--- src/rtl/muldiv_unit.sv ---
// muldiv_unit: iterative RV32M multiply/divide unit.
// It runs 32 shift-add or restoring-divide steps and drives the register-file write port on completion.
module muldiv_unit (
    input  logic        i_clk,
    input  logic        i_rst_n,
    input  logic        i_start,
    input  logic [2:0]  i_funct3,
    input  logic [31:0] i_op_a,
    input  logic [31:0] i_op_b,
    input  logic [4:0]  i_rd,
    output logic        o_busy,
    output logic        o_done,
    output logic [31:0] o_result,
    output logic [4:0]  o_wr_addr,
    output logic        o_wr_en
);
    localparam logic [1:0] IDLE = 2'd0;
    localparam logic [1:0] CALC = 2'd1;
    localparam logic [1:0] DONE = 2'd2;
    logic [1:0]  r_state;
    logic [5:0]  r_cnt;
    logic [2:0]  r_f3;
    logic [4:0]  r_wr_addr;
    logic [31:0] r_a, r_b, r_result;
    logic [63:0] r_acc;
    logic [32:0] r_rem;
    logic        r_neg;
    logic        w_sa, w_sb, w_na, w_nb, w_dz, w_ovf, w_div_ge;
    logic [31:0] w_mag_a, w_mag_b, w_fast_res, w_q_nx, w_quo, w_rmd, w_res;
    logic [32:0] w_mul_sum, w_rem_nx;
    logic [33:0] w_div_sh, w_div_diff;
    logic [63:0] w_mul_nx, w_prod;
    assign w_sa       = (i_funct3 == 3'b001) || (i_funct3 == 3'b010) || (i_funct3[2] && !i_funct3[0]);
    assign w_sb       = (i_funct3 == 3'b001) || (i_funct3[2] && !i_funct3[0]);
    assign w_na       = w_sa && i_op_a[31];
    assign w_nb       = w_sb && i_op_b[31];
    assign w_mag_a    = w_na ? -i_op_a : i_op_a;
    assign w_mag_b    = w_nb ? -i_op_b : i_op_b;
    assign w_dz       = i_funct3[2] && (i_op_b == 32'd0);
    assign w_ovf      = i_funct3[2] && !i_funct3[0] && (i_op_a == 32'h8000_0000) && (i_op_b == 32'hFFFF_FFFF);
    assign w_fast_res = w_dz ? (i_funct3[1] ? i_op_a : 32'hFFFF_FFFF) : (i_funct3[1] ? 32'd0 : 32'h8000_0000);
    // Multiply: high half accumulates, low half holds the multiplier and shifts out one bit per step
    assign w_mul_sum  = {1'b0, r_acc[63:32]} + (r_acc[0] ? {1'b0, r_a} : 33'd0);
    assign w_mul_nx   = {w_mul_sum, r_acc[31:1]};
    // Divide: low half of the accumulator shifts the dividend out and the quotient in
    assign w_div_sh   = {r_rem, r_acc[31]};
    assign w_div_diff = w_div_sh - {2'b00, r_b};
    assign w_div_ge   = !w_div_diff[33];
    assign w_rem_nx   = w_div_ge ? w_div_diff[32:0] : w_div_sh[32:0];
    assign w_q_nx     = {r_acc[30:0], w_div_ge};
    assign w_prod     = r_neg ? -w_mul_nx : w_mul_nx;
    assign w_quo      = r_neg ? -w_q_nx : w_q_nx;
    assign w_rmd      = r_neg ? -w_rem_nx[31:0] : w_rem_nx[31:0];
    assign w_res      = !r_f3[2] ? ((r_f3[1:0] == 2'b00) ? w_prod[31:0] : w_prod[63:32]) : (r_f3[1] ? w_rmd : w_quo);
    assign o_busy     = r_state != IDLE;
    assign o_done     = r_state == DONE;
    assign o_wr_en    = o_done && (r_wr_addr != 5'd0);
    assign o_result   = r_result;
    assign o_wr_addr  = r_wr_addr;
    always_ff @(posedge i_clk) begin
        if (!i_rst_n) begin
            r_state   <= IDLE;
            r_cnt     <= '0;
            r_f3      <= '0;
            r_wr_addr <= '0;
            r_a       <= '0;
            r_b       <= '0;
            r_acc     <= '0;
            r_rem     <= '0;
            r_neg     <= 1'b0;
            r_result  <= '0;
        end else if (r_state == IDLE) begin
            if (i_start) begin
                r_f3      <= i_funct3;
                r_wr_addr <= i_rd;
                r_a       <= w_mag_a;
                r_b       <= w_mag_b;
                r_neg     <= (i_funct3[2] && i_funct3[1]) ? w_na : (w_na ^ w_nb);
                r_cnt     <= '0;
                r_rem     <= '0;
                r_acc     <= {32'd0, i_funct3[2] ? w_mag_a : w_mag_b};
                r_state   <= (w_dz || w_ovf) ? DONE : CALC;
                if (w_dz || w_ovf)
                    r_result <= w_fast_res;
            end
        end else if (r_state == CALC) begin
            r_cnt <= r_cnt + 6'd1;
            r_acc <= r_f3[2] ? {r_acc[63:32], w_q_nx} : w_mul_nx;
            r_rem <= w_rem_nx;
            if (r_cnt == 6'd31) begin
                r_result <= w_res;
                r_state  <= DONE;
            end
        end else begin
            r_state <= IDLE;
        end
    end
endmodule
--- config.mk ---
export PLATFORM = sky130hd
export DESIGN_NAME = muldiv_unit
export DESIGN_NICKNAME = d
export VERILOG_FILES = /design/src/rtl/muldiv_unit.sv
export SDC_FILE = /design/constraint.sdc
export NUM_CORES = 1
export LEC_CHECK = 0
export CAP_MARGIN = 15
export CORE_MARGIN = 2
export CORE_UTILIZATION = 50
export CTS_BUF_LIST = sky130_fd_sc_hd__clkbuf_4 sky130_fd_sc_hd__clkbuf_8 sky130_fd_sc_hd__clkbuf_16
export CTS_CLUSTER_SIZE = 8
export DETAILED_ROUTE_END_ITERATION = 8
export PLACE_DENSITY = 0.69
export REMOVE_ABC_BUFFERS = 1
export SLEW_MARGIN = 30
export SYNTH_ARGS = -nofsm -noshare
export SYNTH_HDL_FRONTEND = slang
export SYNTH_SLANG_ARGS = --single-unit
--- constraint.sdc ---
create_clock -name i_clk -period 7.4 [get_ports i_clk]
set_input_delay 1.11 -clock i_clk [delete_from_list [all_inputs] [get_ports i_clk]]
set_output_delay 1.11 -clock i_clk [all_outputs]
set_load 0.005 [all_outputs]
# After elaboration in Yosys (flattened, before gate mapping)
# Cells that the tools add are included.
# totals
register_bits	210
input_bits	75
# classes
add_sub_neg	8
n_eq_ne	11
mux	35
bitwise	1
n_reduce_logical	26
# op_table
cell	count
32-bit 2-to-1 mux	17
64-bit 2-to-1 mux	5
33-bit 2-to-1 mux	4
32-bit negator	4
32-bit equality test (second input constant)	2
64-bit negator	1
34-bit by 32-bit subtractor with 34-bit output	1
32-bit by 32-bit adder with 33-bit output	1
32-bit zero test	1
6-bit 2-to-1 mux	3
2-bit 2-to-1 mux	5
1-bit logical AND	8
6-bit by 1-bit adder with 6-bit output (second input constant)	1
6-bit by 5-bit equality test with 1-bit output (second input constant)	1
2-bit AND reduction	3
2-bit nonzero test	3
5-bit nonzero test	1
2-bit zero test	2
1-bit logical OR	4
2-bit by 1-bit inequality test with 1-bit output (second input constant)	2
4-bit AND reduction	1
3-bit by 1-bit equality test with 1-bit output (second input constant)	1
3-bit by 2-bit equality test with 1-bit output (second input constant)	1
3-bit by 2-bit inequality test with 1-bit output (second input constant)	1
7 further kinds	8

# Logic depth before layout (Yosys ltp)
# Gate-level depths: netlist (run 1).
# logic_depth
ltp_word	9
mapped_depth	26

# Least setup slack after synthesis (run 1)
# Ideal clock, no wire load.
# synth_path
path_type	register to register
start	reg r_b[13]
end	reg r_result[28] (netlist: o_result[28])
setup_ns	0.058
t_arrival_ns	5.113
path_slack_ns	2.229
stages_incl_launch_ff	26
n_path_buf	4
synth_period_minus_slack_ns	5.171
path_cell_list	dfxtp_1 -> inv_1 -> ha_1 -> clkbuf_1 -> and4_1 -> and2_1 -> o2111ai_1 -> nand3_1 -> mux2_2 -> nor2_2 -> inv_1 -> clkbuf_1 -> buf_1 -> nand2_1 -> o21ai_0 -> inv_1 -> ha_1 -> clkbuf_1 -> nand4_1 -> or4_1 -> a21oi_1 -> a31oi_1 -> or2_1 -> or4b_1 -> a31oi_1 -> o221a_2
# synth_via
elab_chain_cells	9
elab_cells_between_ends	12
cone_classes	add/sub (3); mux (8); reduce/logical (1)
# synth_lines
item	line	text
start: declaration	24	logic [31:0] r_a, r_b, r_result;
start signal: assignment	77	r_b <= w_mag_b;
34-bit by 32-bit subtractor with 34-bit output (*)	47	assign w_div_diff = w_div_sh - {2'b00, r_b};
33-bit 2-to-1 mux / 1-bit zero test (equally long branches)	49, 48	
32-bit negator, on equally long branches	53, 52	
32-bit 2-to-1 mux, on equally long branches	53, 52	
32-bit 2-to-1 mux (*) (2 in a row)	54	assign w_res = !r_f3[2] ? ((r_f3[1:0] == 2'b00) ? w_prod[31:0] : w_prod[63:32]) : (r_f3[1] ? w_rmd : w_quo);
32-bit 2-to-1 mux (*)	90	if (r_cnt == 6'd31) begin
32-bit 2-to-1 mux (*)	86	end else if (r_state == CALC) begin
32-bit 2-to-1 mux (*)	72	end else if (r_state == IDLE) begin
end signal: assignment	84	r_result <= w_fast_res;
end signal: assignment	91	r_result <= w_res;
end: declaration	24	
# Mark *: on every way between the ends. The rest lies on a longest branch, timed or not. The select of a mux whose other input is x is not followed.
# A chain may end at the register's enable or synchronous reset.

# Worst setup path in the final report (run 1)
# layout_path
start	reg r_rem[0]
end	reg r_result[28] (netlist: o_result[28])
# layout_via
elab_chain_cells	9
elab_cells_between_ends	12
cone_classes	add/sub (3); mux (8); reduce/logical (1)
# layout_lines
item	line	text
start: declaration	26	logic [32:0] r_rem;
start signal: assignment	89	r_rem <= w_rem_nx;
34-bit by 32-bit subtractor with 34-bit output	47	
33-bit 2-to-1 mux / 1-bit zero test (equally long branches)	49, 48	
32-bit negator, on equally long branches	53, 52	
32-bit 2-to-1 mux, on equally long branches	53, 52	
32-bit 2-to-1 mux (*) (2 in a row)	54	
32-bit 2-to-1 mux (*)	90	
32-bit 2-to-1 mux (*)	86	
32-bit 2-to-1 mux (*)	72	
# Marks and branches as above.

==> results of run 1 <==
## synthesized netlist by cell type (7+ instances only)
cell type / number
nor2_1: 346
dfxtp_1: 210
a21oi_1: 192
clkbuf_1: 188
nand2_1: 188
o21ai_0: 181
a211oi_1: 114
nor3_1: 112
inv_1: 79
mux2i_1: 74
xnor2_1: 72
ha_1: 71
xor2_1: 68
and2_1: 66
o211ai_1: 66
nand3_1: 58
a22oi_1: 45
a31oi_1: 40
or3_1: 37
a21o_1: 36
nor4_1: 32
o31ai_1: 31
nand4_1: 27
o21a_1: 23
or4_1: 20
and3_1: 19
or2_2: 19
nand2b_1: 18
a211o_1: 16
mux2_2: 13
a311oi_1: 12
buf_1: 12
nor2b_1: 12
a21boi_0: 11
a2111oi_0: 10
and4_1: 10
nor3b_1: 10
o21bai_1: 10
o41ai_1: 10
a221oi_1: 9
buf_2: 9
o211a_1: 9
nand3b_1: 7
nor4b_1: 7
o31a_1: 7
## cell families after synthesis
logic type      share of synthesized area [%]
xor+xnor                                 6.27
fa+ha+maj                                4.75
simple gates                             25.3
compound gates                           31.4
mux                                      5.11
buf+inv                                  5.68
flops                                    21.5
## tightest hold or removal path, stage by stage (launching register included)
cell,delay (ps)
dfxtp_1,300
nand2_1,50
a21oi_1,50
## routing by layer
metal | GRT usage, % | part of all wire, % | vias up
li1 | - | - | 10100
met1 | 49.3 | 41 | 10500
met2 | 57.4 | 43 | 1312
met3 | 7.09 | 10 | 273
met4 | 17.9 | 5.2 | 4
met5 | 0 | 0.029 | -
## metrics by stage
step	hold slack [ps]	setup WS (ps)	TNS, ps	cells	instance area [µm²]
floorplan	432	-533	-5070	2520	18800
global placement	440	1640	0	3186	20900
detailed placement	450	1490	0	3186	20900
CTS	457	1450	0	3225	21700
global route	481	987	0	3227	21700
finish	456	1320	0	3227	21700
## flip-flops by register name, summed over array words and instances (netlist names), 3 cells and up
| register | cells |
|---|---|
| o_result | 32 |
| o_wr_addr | 5 |
| r_a | 32 |
| r_acc | 64 |
| r_b | 32 |
| r_cnt | 6 |
| r_f3 | 3 |
| r_rem | 33 |
## power by group through the flow
| stage | Sequential, mW | Clock (mW) | Combinational [mW] |
|---|---|---|---|
| finish | 1.31 | 1.33 | 1.17 |
| CTS | 1.30 | 1.34 | 1.13 |
| global route | 1.31 | 1.38 | 1.25 |
| floorplan | 1.30 | 0 | 0.706 |
| detailed placement | 1.32 | 0 | 1.12 |
| global placement | 1.32 | 0 | 1.11 |
## layout make-up
cell class	count	area (µm²)	share of cell area (%)
sequential	210	4210	19.4
inverter	82	313	1.44
tap	518	648	2.98
clock inverter	1	8.76	0.0403
clock buffer	38	835	3.84
timing repair buffer	149	1400	6.43
antenna	1	2.50	0.0115
multi-input combinational	2228	14300	65.9
## how the worst min path moves through the flow
stage | to | startpoint | slack, ps | depth (start not counted)
after floorplan | r_a[0] | r_a[0] | 430 | 2
after global placement | r_a[0] | r_a[0] | 440 | 2
after detailed placement | r_a[0] | r_a[0] | 450 | 2
after CTS | r_a[0] | r_a[0] | 460 | 2
after global routing | r_a[0] | r_a[0] | 480 | 2
final | r_a[0] | r_a[0] | 460 | 2
==> reports/metrics.cfg, run 1 <==
[outcome]
outcome = finished, final reports clean

[synthesis]
ys_ff_latch = 210
synthArstFlopShare_pct = 0
avgSynthCellArea_um2 = 7.17
synth.top_cell.area_share_pct = 21.5
yosysWarnings = 0
syn_area_mm2 = 0.0196
synth.distinct_cells = 94
synth_edf_count = 0
yosys.area.top_type = dfxtp_1
ys_seq_area_share_pct = 21.5
synth_cells = 2730
synth_area_leaders = dfxtp_1 21%, nor2_1 6.6%, a21oi_1 4.9%
synth_top_flop_cell = dfxtp_1

[grt]
grt_pass1_wl_mm = 119
grt_use_total_pct = 37.0
overflow = 0
grt_start_max_net_pins = 111
antenna_found_initial = 4
grt_pass1_vias = 20300

[route]
ant_nets = 0
vias = 22100
via_per_inst = 6.86
drc_errors = 0
wl_per_cell_um = 24.4
wirelength_mm = 78.7
first_pass_iters = 6
detail_route.iter0.violations = 2816

[worst_hold_path]
min-delay-path-class = reg2reg

[power]
pwr-share-comb_pct = 30.7
cellPowerDensity_mw_per_mm2 = 175
p_leak_nw = 7.99
power_mw = 3.80
seqPwrFrac_pct = 34.3
p_switching_mw = 1.41
peakVddDrop_mv = 0.189
p_sw_share_pct = 37.1
internal-power_mw = 2.39
clkPwrFrac_pct = 34.9

[worst_setup_path]
crit_start = r_rem[0]
worstPathMaxFanout = 22
ff2ff_setup_slack_ps = 1320
cp_top_family = simple AND/OR/NAND/NOR gates
reg2reg_depth = 19
cp_slowest_stage_delay_ps = 590
crit_required_ps = 7940
cp-start-kind = flop
path_cells = ha_1, nor2b_1, o21a_1, o2111ai_1, nand3_1, mux2_2, nor2_4, inv_1, o21ai_0, inv_1, ha_1, nand4_1, or4_1, a21oi_1, a31oi_1, or2_1, or4b_1, a31oi_1, o221a_2
endpoint = o_result[28]
cp_num_cells = 19
r2r_end = o_result[28]
critPathKind = reg2reg
crit_arrival_ps = 6620
cp-end-kind = flop
cp.buffers_inverters = 2
cp_slowest_cell = inv_1
r2r-start = r_rem[0]

[timing]
rsz0062_at_grt = no
finalHoldViolations = 0
slew_viol_final = 0
relSlewSlack_pct = 23.7
finalCritPeriodShare_pct = 82.2
fmax_mhz = 164
setup_viol = 0
period_needed_ps = 6080
fin_skew_ps = 23.4
worst_slew_pin_slew_ps = 1140

[die]
core_mm2 = 0.0386
dieArea_mm2 = 0.0407
fp-row-count = 72
io-pin-count = 115
start_util_pct = 50.6
dieWidth_um = 202
chipHeight_um = 202

[clock_tree]
clock-sinks = 210
clock_path_buffers = 3
cts_buffers = 31
clkSlewWorstSetupHoldPaths_ps = 60
htreeDepth = 1
cts_root_buf = clkbuf_16
hold_buffers = 0
cts_resized = 0
tritoncts = built
post_cts_buffers = 0
worstSkewPairLatency_ps = 590

[final_layout]
final_cell_mix = 339 x nor2_1, 207 x dfxtp_1, 192 x a21oi_1
final_common_cell = nor2_1
final_nets = 2850
n_fill_cell = 3743
syn2layout_area_growth_pct = 11.1
drive_above_1_share_pct = 5.65
fin_util_pct = 56.2

[placed_design]
dp_hpwl_mm = 57.5
io_buffers = 114
place.gp.congestion = 0.992

[job]
drv_cap = 0

No activity file was read; power rests on OpenSTA's default activity.
==> run 2: changes to the inputs <==
- PLACE_DENSITY: 0.69 -> 0.71
- clock period: 7.4 -> 5.4 ns (I/O delays scaled with it)
==> run 2 against run 1 <==
  * Count of clock-buffer cells in the layout shrank 1
  * Cell count is 1.3% higher
  * Total power grew 37%
  * Clock skew shrank 9.6 ps
  * Wire length barely moved
  * Utilization up 0.90 points
  * Maximum frequency rose by 18%
  * Die area unchanged
  * Sequential cell count is the same
  * Largest cell class unchanged
==> reports/metrics.cfg, run 2 (synthesis results as in run 1) <==
[outcome]
outcome = finished, final reports clean

[worst_setup_path]
crit_required_ps = 5930
crit_arrival_ps = 5710
reg2reg_depth = 18
r2r_end = o_result[28]
ff2ff_setup_slack_ps = 230
worstPathMaxFanout = 8
cp-start-kind = flop
endpoint = o_result[28]
cp-end-kind = flop
r2r-start = r_rem[14]
crit_start = r_rem[14]
critPathKind = reg2reg

[timing]
fin_skew_ps = 13.8
hold-worst-slack_ps = 462
finalHoldViolations = 0
relSlewSlack_pct = 41.1
slew_viol_final = 0
tns_ps = 0
finalCritPeriodShare_pct = 95.8
period_needed_ps = 5170
worst_slew_pin_slew_ps = 884
fmax_mhz = 193
setup_viol = 0

[route]
drc_errors = 0
wirelength_mm = 78.7
detail_route.iter0.violations = 2870
first_pass_iters = 6
via_per_inst = 6.77
ant_nets = 0
wl_per_cell_um = 24.1
vias = 22100

[power]
peakVddDrop_mv = 0.268
cellPowerDensity_mw_per_mm2 = 236
p_leak_nw = 8.21
power_mw = 5.20

[placed_design]
io_buffers = 114
dp.cells = 3229
place.gp.congestion = 0.981
dp_hpwl_mm = 58.5

[die]
core_mm2 = 0.0386
start_util_pct = 50.6
dieWidth_um = 202
chipHeight_um = 202
dieArea_mm2 = 0.0407
fp-row-count = 72
io-pin-count = 115

[grt]
overflow = 0
grt_start_max_net_pins = 138
antenna_found_initial = 1
grt_pass1_wl_mm = 120
grt_pass1_vias = 20400
grt_use_total_pct = 37.2

[worst_hold_path]
hp-start = r_acc[32]
min-delay-path-class = reg2reg

[clock_tree]
clock_path_buffers = 3
cts_root_buf = clkbuf_16
worstSkewPairLatency_ps = 580
clock-sinks = 210
cts_buffers = 30
tritoncts = built
clkSlewWorstSetupHoldPaths_ps = 60
hold_buffers = 0
htreeDepth = 1

[job]
drv_cap = 0

[final_layout]
instances_no_fill = 3270
drive_above_1_share_pct = 7.24
top_regs = r_acc (64), r_rem (33)
largest_reg_flops = 64
final_cell_mix = 340 x nor2_1, 207 x dfxtp_1, 190 x a21oi_1
final_nets = 2893
final_common_cell = nor2_1
regMostFlops = r_acc
syn2layout_area_growth_pct = 12.9

[run 2: area by class of cell]
| class | instances | area (µm²) |
|---|---|---|
| Fill cell | 3705 | 16600 |
| Timing Repair Buffer | 193 | 1740 |
| Sequential cell | 210 | 4210 |
| Multi-Input combinational cell | 2228 | 14300 |
| Clock buffer | 37 | 827 |
| Inverter | 82 | 315 |
| Tap cell | 518 | 648 |
| Antenna cell | 2 | 5.00 |
[run 2: critical path: stages, from the launching register on]
cell       delay, ps
dfxtp_1          370
ha_2             440
and4_2           310
and2_1           220
o2111ai_1        250
nand3_2          210
mux2_2           390
nor2_4           200
mux2_2           390
inv_1             70
ha_1             170
nand4_1          130
or4_1            430
a21oi_1          170
a31oi_1          130
or2_1            330
or4b_1           480
a31oi_1          210
o221a_2          210
[run 2: per-stage QoR]
step,utilization [%],cell area (µm²),worst slack (ps)
2_1_floorplan,-,18800,-2530
3_3_place_gp,54.8,21200,357
3_5_place_dp,54.8,21200,142
4_1_cts,57.0,22000,143
5_1_grt,57.1,22100,-3.39
6_report,57.1,22100,225
[run 2: worst min-delay path by stage]
stage,end,slack [ps],cells past startpoint
after floorplan,r_a[0],430,2
after global placement,r_b[0],450,2
after detailed placement,r_acc[32],460,2
after CTS,r_acc[32],460,2
after global routing,r_acc[32],490,2
final,r_acc[32],460,2
[run 2: power by group]
group | internal (mW) | switching [mW]
registers | 1.65 | 0.139
logic | 0.594 | 1.04
clock network | 1.04 | 0.731
[run 2: what timing repair did]
action	in CTS	in global routing
setup endpoints to repair	0	1
setup buffers	0	2
resized for setup	0	7
[run 2: layer usage]
layer / global-route usage [%] / routed length [µm] / vias up
met5: 0 / 0 / -
met4: 18.1 / 3910 / 0
met3: 5.53 / 7770 / 254
met2: 57.0 / 34200 / 1313
met1: 51.1 / 32800 / 10400
li1: - / - / 10200
